===== config.mk =====
export PLATFORM = sky130hd
export DESIGN_NAME = uart_tx_arbiter
export DESIGN_NICKNAME = d
export VERILOG_FILES = /design/src/rtl/uart_arb_pkg.sv /design/src/rtl/rr_priority_pick.sv /design/src/rtl/uart_tx_arbiter.sv
export SDC_FILE = /design/constraint.sdc
export NUM_CORES = 1
export LEC_CHECK = 0
export CORE_MARGIN = 4
export CORE_UTILIZATION = 40
export CTS_CLUSTER_SIZE = 25
export DETAILED_ROUTE_END_ITERATION = 7
export PLACE_DENSITY_LB_ADDON = 0.2
export SYNTH_ARGS = -nofsm -noshare
export SYNTH_HDL_FRONTEND = slang
export SYNTH_HIERARCHICAL = 1
export SYNTH_SLANG_ARGS = --single-unit

===== constraint.sdc =====
create_clock -name clk -period 4 [get_ports clk]
set_input_delay 1 -clock clk [delete_from_list [all_inputs] [get_ports clk]]
set_output_delay 1 -clock clk [all_outputs]
set_load 0.05 [all_outputs]

===== src/rtl/uart_arb_pkg.sv =====
`default_nettype none
// +----------------------------------------------------------------------+
// | uart_arb_pkg : shared types for the UART transmit arbiter            |
// | Rev 1.0                                                              |
// +----------------------------------------------------------------------+
package uart_arb_pkg;

  localparam int BYTE_W = 8;

  typedef enum logic {
    ARB_IDLE = 1'b0,
    ARB_OWN  = 1'b1
  } arb_state_t;

endpackage
`default_nettype wire


===== src/rtl/rr_priority_pick.sv =====
`default_nettype none
// +----------------------------------------------------------------------+
// | rr_priority_pick : round-robin one-hot pick starting at ptr          |
// | Rev 1.0                                                              |
// +----------------------------------------------------------------------+
module rr_priority_pick #(
  parameter int NREQ  = 4,
  parameter int PTR_W = 2
) (
  input  logic [NREQ-1:0]  req,
  input  logic [PTR_W-1:0] ptr,
  output logic [NREQ-1:0]  pick,
  output logic             any
);

  logic [NREQ-1:0] w_rot;
  logic [NREQ-1:0] w_first;

  // Rotate so ptr lands at bit 0, take the lowest set bit, rotate back.
  always_comb begin
    w_rot = '0;
    for (int j = 0; j < NREQ; j++) begin
      w_rot[j] = req[(j + int'(ptr)) % NREQ];
    end
  end

  assign w_first = w_rot & (~w_rot + NREQ'(1));

  always_comb begin
    pick = '0;
    for (int j = 0; j < NREQ; j++) begin
      pick[(j + int'(ptr)) % NREQ] = w_first[j];
    end
  end

  assign any = |req;

endmodule
`default_nettype wire


===== src/rtl/uart_tx_arbiter.sv =====
`default_nettype none
// +----------------------------------------------------------------------+
// | uart_tx_arbiter : message-granular round-robin share of UART TX      |
// | Rev 1.0                                                              |
// +----------------------------------------------------------------------+
module uart_tx_arbiter
  import uart_arb_pkg::*;
#(
  parameter int NREQ      = 4,
  parameter int MAX_BURST = 16
) (
  input  logic                   clk,
  input  logic                   reset,
  input  logic [NREQ-1:0]        req_valid,
  input  logic [BYTE_W*NREQ-1:0] req_data,
  input  logic [NREQ-1:0]        req_last,
  output logic [NREQ-1:0]        req_ready,
  output logic [BYTE_W-1:0]      tx_tdata,
  output logic                   tx_tvalid,
  input  logic                   tx_tready,
  output logic [NREQ-1:0]        grant,
  output logic                   busy
);

  localparam int PTR_W = $clog2(NREQ);
  localparam int CNT_W = $clog2(MAX_BURST + 1);

  arb_state_t          r_state;
  logic [PTR_W-1:0]    r_ptr;
  logic [CNT_W-1:0]    r_cnt;

  logic [NREQ-1:0]     w_pick;
  logic                w_any;
  logic [PTR_W-1:0]    w_owner;
  logic [BYTE_W-1:0]   w_odata;
  logic                w_olast;
  logic                w_room;
  logic                w_accept;
  logic                w_release;
  logic [CNT_W-1:0]    w_cnt_nxt;
  logic [PTR_W-1:0]    w_ptr_nxt;

  rr_priority_pick #(
    .NREQ  (NREQ),
    .PTR_W (PTR_W)
  ) u_pick (
    .req  (req_valid),
    .ptr  (r_ptr),
    .pick (w_pick),
    .any  (w_any)
  );

  // Decode the one-hot grant into an index and mux the owner's byte.
  always_comb begin
    w_owner = '0;
    w_odata = '0;
    w_olast = 1'b0;
    for (int i = 0; i < NREQ; i++) begin
      if (grant[i]) begin
        w_owner = PTR_W'(i);
        w_odata = req_data[i*BYTE_W +: BYTE_W];
        w_olast = req_last[i];
      end
    end
  end

  assign w_room    = ~tx_tvalid | tx_tready;
  assign req_ready = (r_state == ARB_OWN && w_room) ? grant : '0;
  assign w_accept  = |(req_ready & req_valid);
  assign w_cnt_nxt = r_cnt + CNT_W'(1);
  assign w_release = w_accept && (w_olast || w_cnt_nxt == CNT_W'(MAX_BURST));
  assign w_ptr_nxt = (w_owner == PTR_W'(NREQ - 1)) ? '0 : w_owner + PTR_W'(1);
  assign busy      = (r_state == ARB_OWN) | tx_tvalid;

  always_ff @(posedge clk or posedge reset) begin
    if (reset) begin
      r_state   <= ARB_IDLE;
      r_ptr     <= '0;
      r_cnt     <= '0;
      grant     <= '0;
      tx_tvalid <= 1'b0;
      tx_tdata  <= '0;
    end else begin
      // Output register: a fresh accept wins over a drain in the same cycle.
      if (w_accept) begin
        tx_tdata  <= w_odata;
        tx_tvalid <= 1'b1;
      end else if (tx_tready) begin
        tx_tvalid <= 1'b0;
      end

      case (r_state)
        ARB_IDLE: begin
          if (w_any) begin
            grant   <= w_pick;
            r_cnt   <= '0;
            r_state <= ARB_OWN;
          end
        end
        ARB_OWN: begin
          if (w_accept) begin
            r_cnt <= w_cnt_nxt;
            if (w_release) begin
              grant   <= '0;
              r_ptr   <= w_ptr_nxt;
              r_state <= ARB_IDLE;
            end
          end
        end
        default: r_state <= ARB_IDLE;
      endcase
    end
  end

endmodule
`default_nettype wire


After elaboration in Yosys (flattened, before gate mapping)
Cells that the tools add are included.
{"block": "totals", "register_bits": 21, "in_bits": 43, "output_inout_bits": 18, "elab_cells": 100}
{"block": "classes", "add_sub_neg": 6, "n_lt_le_gt_ge": 8, "eq_ne": 5, "muxes": 48, "n_bitwise": 11, "n_reduce_logical": 16}
{"operator": "8-bit two-way mux", "count": 4}
{"operator": "1-bit two-way mux", "count": 21}
{"operator": "4-bit two-way mux", "count": 4}
{"operator": "4-bit bitwise AND", "count": 3}
{"operator": "4-bit bitwise mux", "count": 3}
{"operator": "3-bit by 4-bit less-than comparator with 1-bit output, second input constant", "count": 3}
{"operator": "5-bit two-way mux", "count": 2}
{"operator": "5-bit one-hot mux with 2 select lines", "count": 1}
{"operator": "3-bit by 1-bit >= comparator with 1-bit output, second input constant", "count": 3}
{"operator": "1-bit binary-select mux with 2-bit select", "count": 4}
{"operator": "1-bit demux with 2-bit select", "count": 4}
{"operator": "4-bit one-hot mux with 2 select lines", "count": 1}
{"operator": "4-bit OR reduction", "count": 2}
{"operator": "1-bit logical AND", "count": 6}
{"operator": "2-bit two-way mux", "count": 3}
{"operator": "2-bit by 1-bit inequality test with 1-bit output, second input constant", "count": 3}
{"operator": "3-bit AND reduction", "count": 2}
{"operator": "2-bit OR reduction", "count": 3}
{"operator": "5-bit by 1-bit adder with 5-bit output, second input constant", "count": 1}
{"operator": "5-bit == test, second input constant", "count": 1}
{"operator": "2-bit adder, first input constant", "count": 2}
{"operator": "4-bit by 1-bit adder with 4-bit output, second input constant", "count": 1}
{"operator": "4-bit inverter", "count": 1}
{"operator": "1-bit bitwise AND, first input constant", "count": 3}
{"operator": "other kinds (11)", "count": 13}

Depth between registers and ports, before layout
{"block": "depth", "word_depth": 15, "mapped_depth": 8, "ltp_nobuf": 8}

By module
The synthesis kept the hierarchy.
{"module": "uart_tx_arbiter", "instances": 1, "cells_each": 142, "area_per_inst_um2": 1211.2, "seq_area_each_um2": 525.5}
{"module": "rr_priority_pick", "instances": 1, "cells_each": 39, "area_per_inst_um2": 394.1, "seq_area_each_um2": 0.0}

Worst setup path before layout
No wires, ideal clock.
{"block": "synth_timing", "path_kind": "in2out", "start": "input port tx_tready", "end": "output port req_ready[0]", "t_arrival_ps": 1662, "path_slack_ps": 1338, "cell_stages": 2, "path_buffers": 0, "path_cell_list": "nand2b_1 > and3_1"}
{"block": "synth_via", "elab_chain_cells": 3}
{"element": "start: declaration", "line": "uart_tx_arbiter.sv:20", "rtl": "input logic tx_tready,"}
{"element": "1-bit bitwise OR", "line": "uart_tx_arbiter.sv:67", "rtl": "assign w_room = ~tx_tvalid | tx_tready;"}
{"element": "1-bit logical AND", "line": "uart_tx_arbiter.sv:68", "rtl": "assign req_ready = (r_state == ARB_OWN && w_room) ? grant : '0;"}
{"element": "4-bit two-way mux", "line": "uart_tx_arbiter.sv:68"}
{"element": "end: declaration", "line": "uart_tx_arbiter.sv:17", "rtl": "output logic [NREQ-1:0] req_ready,"}
No other way between the ends.

Worst setup path after layout
Ends and elaborated chain as after synthesis.

==> results.md <==
- Status: finished clean
- Mapped Nets: 232
- Hold Violations, Final: 0
- Minimum clock period: 3.10 ns
- RSZ-0062 raised after global routing: false
- Die ar.: 5090 sq um
- Pwr Density: 810 nW/um^2
- Setup Total Neg Slack: 0 ns
- Clock Tree Buf Depth: 2
- Die H: 71.4 um
- Flop2flop setup slack: 1.58 ns
- Total number of yosys warnings: 6
- CP Launch Type: input port
- Setup CP Type: in -> out
- Max_slew headroom: 0.465
- Tcrit/Tclk final: 0.776
- Skew final: 0.00206 ns
- Placement Rows: 22
- HP Class: reg -> reg
- Worst path max stage delay: 0.45 ns
- Fmax: 322 MHz
- Post-cts sizing count: 0
- # hold bufs at CTS: 0
- Area delta synth->final: 40.5%
- CTS Buf Count: 3
- Layout filler cell count: 319
- Tot GR Track Use: 0.174
- Post-synth EDFFs: 0
- First-pass GRT wire length: 7.11 mm
- Post-synthesis cell area: 1610 sq um
- Worst-skew pair later-pin latency: 0.25 ns
- R2r startpoint: r_ptr[0]
- Placeable Area: 3770 sq um
- Cell depth of the worst flop-to-flop path: 8
- Most used DFF post-synth: dfrtp_1
- Clk root buf: clkbuf_8
- Max IR drop VDD: 0.364 mV
- CP required: 3.00 ns
- CP max FO: 7
- Number of global-route vias before repair: 1551
- WL/cell: 14.8 um
- DR vias: 1563
- Sequential area share after synthesis: 0.327
- Clock sinks: 21
- Ys async rst share: 1.00
- Worst EP arrival: 2.10 ns
- Starting Density: 0.426
- Synth Register Bits: 21
- CTS tree: built
- Fin. max-slew vios: 0
- Die X: 71.4 um
- H-tree depth: 1
- Final nets: 288
- Worst path slowest cell: clkdlybuf4s50_1
- ANT cells: 0
- Iteration-0 DRC count of the detailed router: 140
- Post-Syn Instances: 181
- Total Wirelength: 4.22 mm
- Static Leak: 0.904 nW
- Worst Setup EP: req_ready[0]
- Cell variety after synth: 44
- I/O pin total: 61
- Gpl congestion: 0.879
- Setup crit end kind: primary output
- Most frequent cells in the layout: 56 x clkdlybuf4s50_1, 21 x dfrtp_1, 20 x nor2_1, 20 x a21oi_1, 17 x nand2_1
- Total grt overflow: 0
- Ratio of cells with drive above 1 in the final layout: 0.0932
- DP HPWL: 3.12 mm
- Post-DRT Antenna Nets: 0
- Commonest non-fill, non-tap cell in the layout: clkdlybuf4s50_1
- Worst path cell trace: clkdlybuf4s50_1, nand2b_1, and3_1, buf_4
- Initial antenna violation count: 0
- DR vias/cell: 5.50
- Max-Cap Viols: 0
- Mean Syn Cell Area: 8.87 sq um
- Worst Tran Pin Value: 0.801 ns
- Final setup violation count: 0
- Drt pass-1 iters: 4
- R2r endpoint: grant[3]
- Clock Pin Slew Worst Setup and Hold Paths: 0.07 ns
- Post-CTS Setup Inserts: 0
- Total power: 1.83 mW
- IO buf count: 60
- DRC errors left: 0
- Crit path launch: tx_tready
- Pin count of the biggest net entering global routing: 27
cells in the mapped netlist (2+ instances only):
library cell | instances | share of area
o21ai_0 | 9 | 0.028
nand2b_1 | 2 | 0.0078
dfrtp_1 | 21 | 0.33
buf_6 | 2 | 0.014
a22o_1 | 2 | 0.011
mux4_2 | 4 | 0.056
ha_1 | 8 | 0.062
nand2_1 | 17 | 0.040
a221oi_1 | 8 | 0.044
a31oi_1 | 2 | 0.0078
nand3b_1 | 2 | 0.0094
nor2_1 | 20 | 0.047
a2111oi_2 | 2 | 0.019
and3_1 | 4 | 0.016
nor3_1 | 11 | 0.034
nor3b_1 | 2 | 0.0094
inv_1 | 6 | 0.014
clkbuf_1 | 8 | 0.019
nor2b_1 | 7 | 0.027
a21oi_1 | 20 | 0.062
cells by family after synthesis:
group | after synthesis | synth area share
compound gates | 52 | 0.221
xor+xnor | 1 | 0.00546
fa+ha+maj | 8 | 0.0624
buf+inv | 16 | 0.0468
flops | 21 | 0.327
mux | 7 | 0.0787
simple gates | 76 | 0.258
stage by stage:
step,worst slack (ns),std cells,util,cell area [sq um],hold slack (ns)
after floorplan,1.34,181,-,1610,0.466
after global placement,0.933,280,0.586,2210,0.501
after detailed placement,0.903,280,0.586,2210,0.500
after CTS,0.889,284,0.598,2260,0.515
after global routing,0.835,284,0.598,2260,0.537
final,0.897,284,0.598,2260,0.515
final cells by class:
class,instances,area [sq um],share of cell area
Inverter,6,22.5,0.00998
Sequential cell,21,526,0.233
Timing Repair Buffer,61,598,0.265
Multi-Input combinational cell,144,1000,0.445
Clock buffer,4,45.0,0.0200
Tap cell,48,60.1,0.0266
registers in the layout, indices dropped and copies added, names as in the netlist:
name       cells
tx_tdata       8
r_state        1
r_ptr          2
tx_tvalid      1
grant          4
r_cnt          5
where the power goes:
part	internal, mW	switching (mW)
clock network	0.0708	0.0642
registers	0.305	0.125
logic	0.519	0.744
routing by layer:
metal | up-vias | GRT usage | wire, um
met5 | - | 0 | 0
li1 | 781 | - | -
met3 | 8 | 0.0505 | 319
met2 | 54 | 0.284 | 1970
met4 | 0 | 0.0543 | 68
met1 | 720 | 0.222 | 1860
worst min-delay path by stage:
stage,endpoint,cells past startpoint,start
2_1_floorplan,r_cnt[4],1,r_cnt[4]
3_3_place_gp,r_cnt[4],1,r_cnt[4]
3_5_place_dp,r_cnt[4],1,r_cnt[4]
4_1_cts,r_cnt[4],1,r_cnt[4]
5_1_grt,r_cnt[4],1,r_cnt[4]
6_report,r_cnt[4],1,r_cnt[4]
worst max-delay path: cells and delay by family:
kind | cells | cell delay [ns]
buf+inv | 2 | 0.64
simple gates | 2 | 0.45
Note: power is estimated with default switching activity, not from simulation.
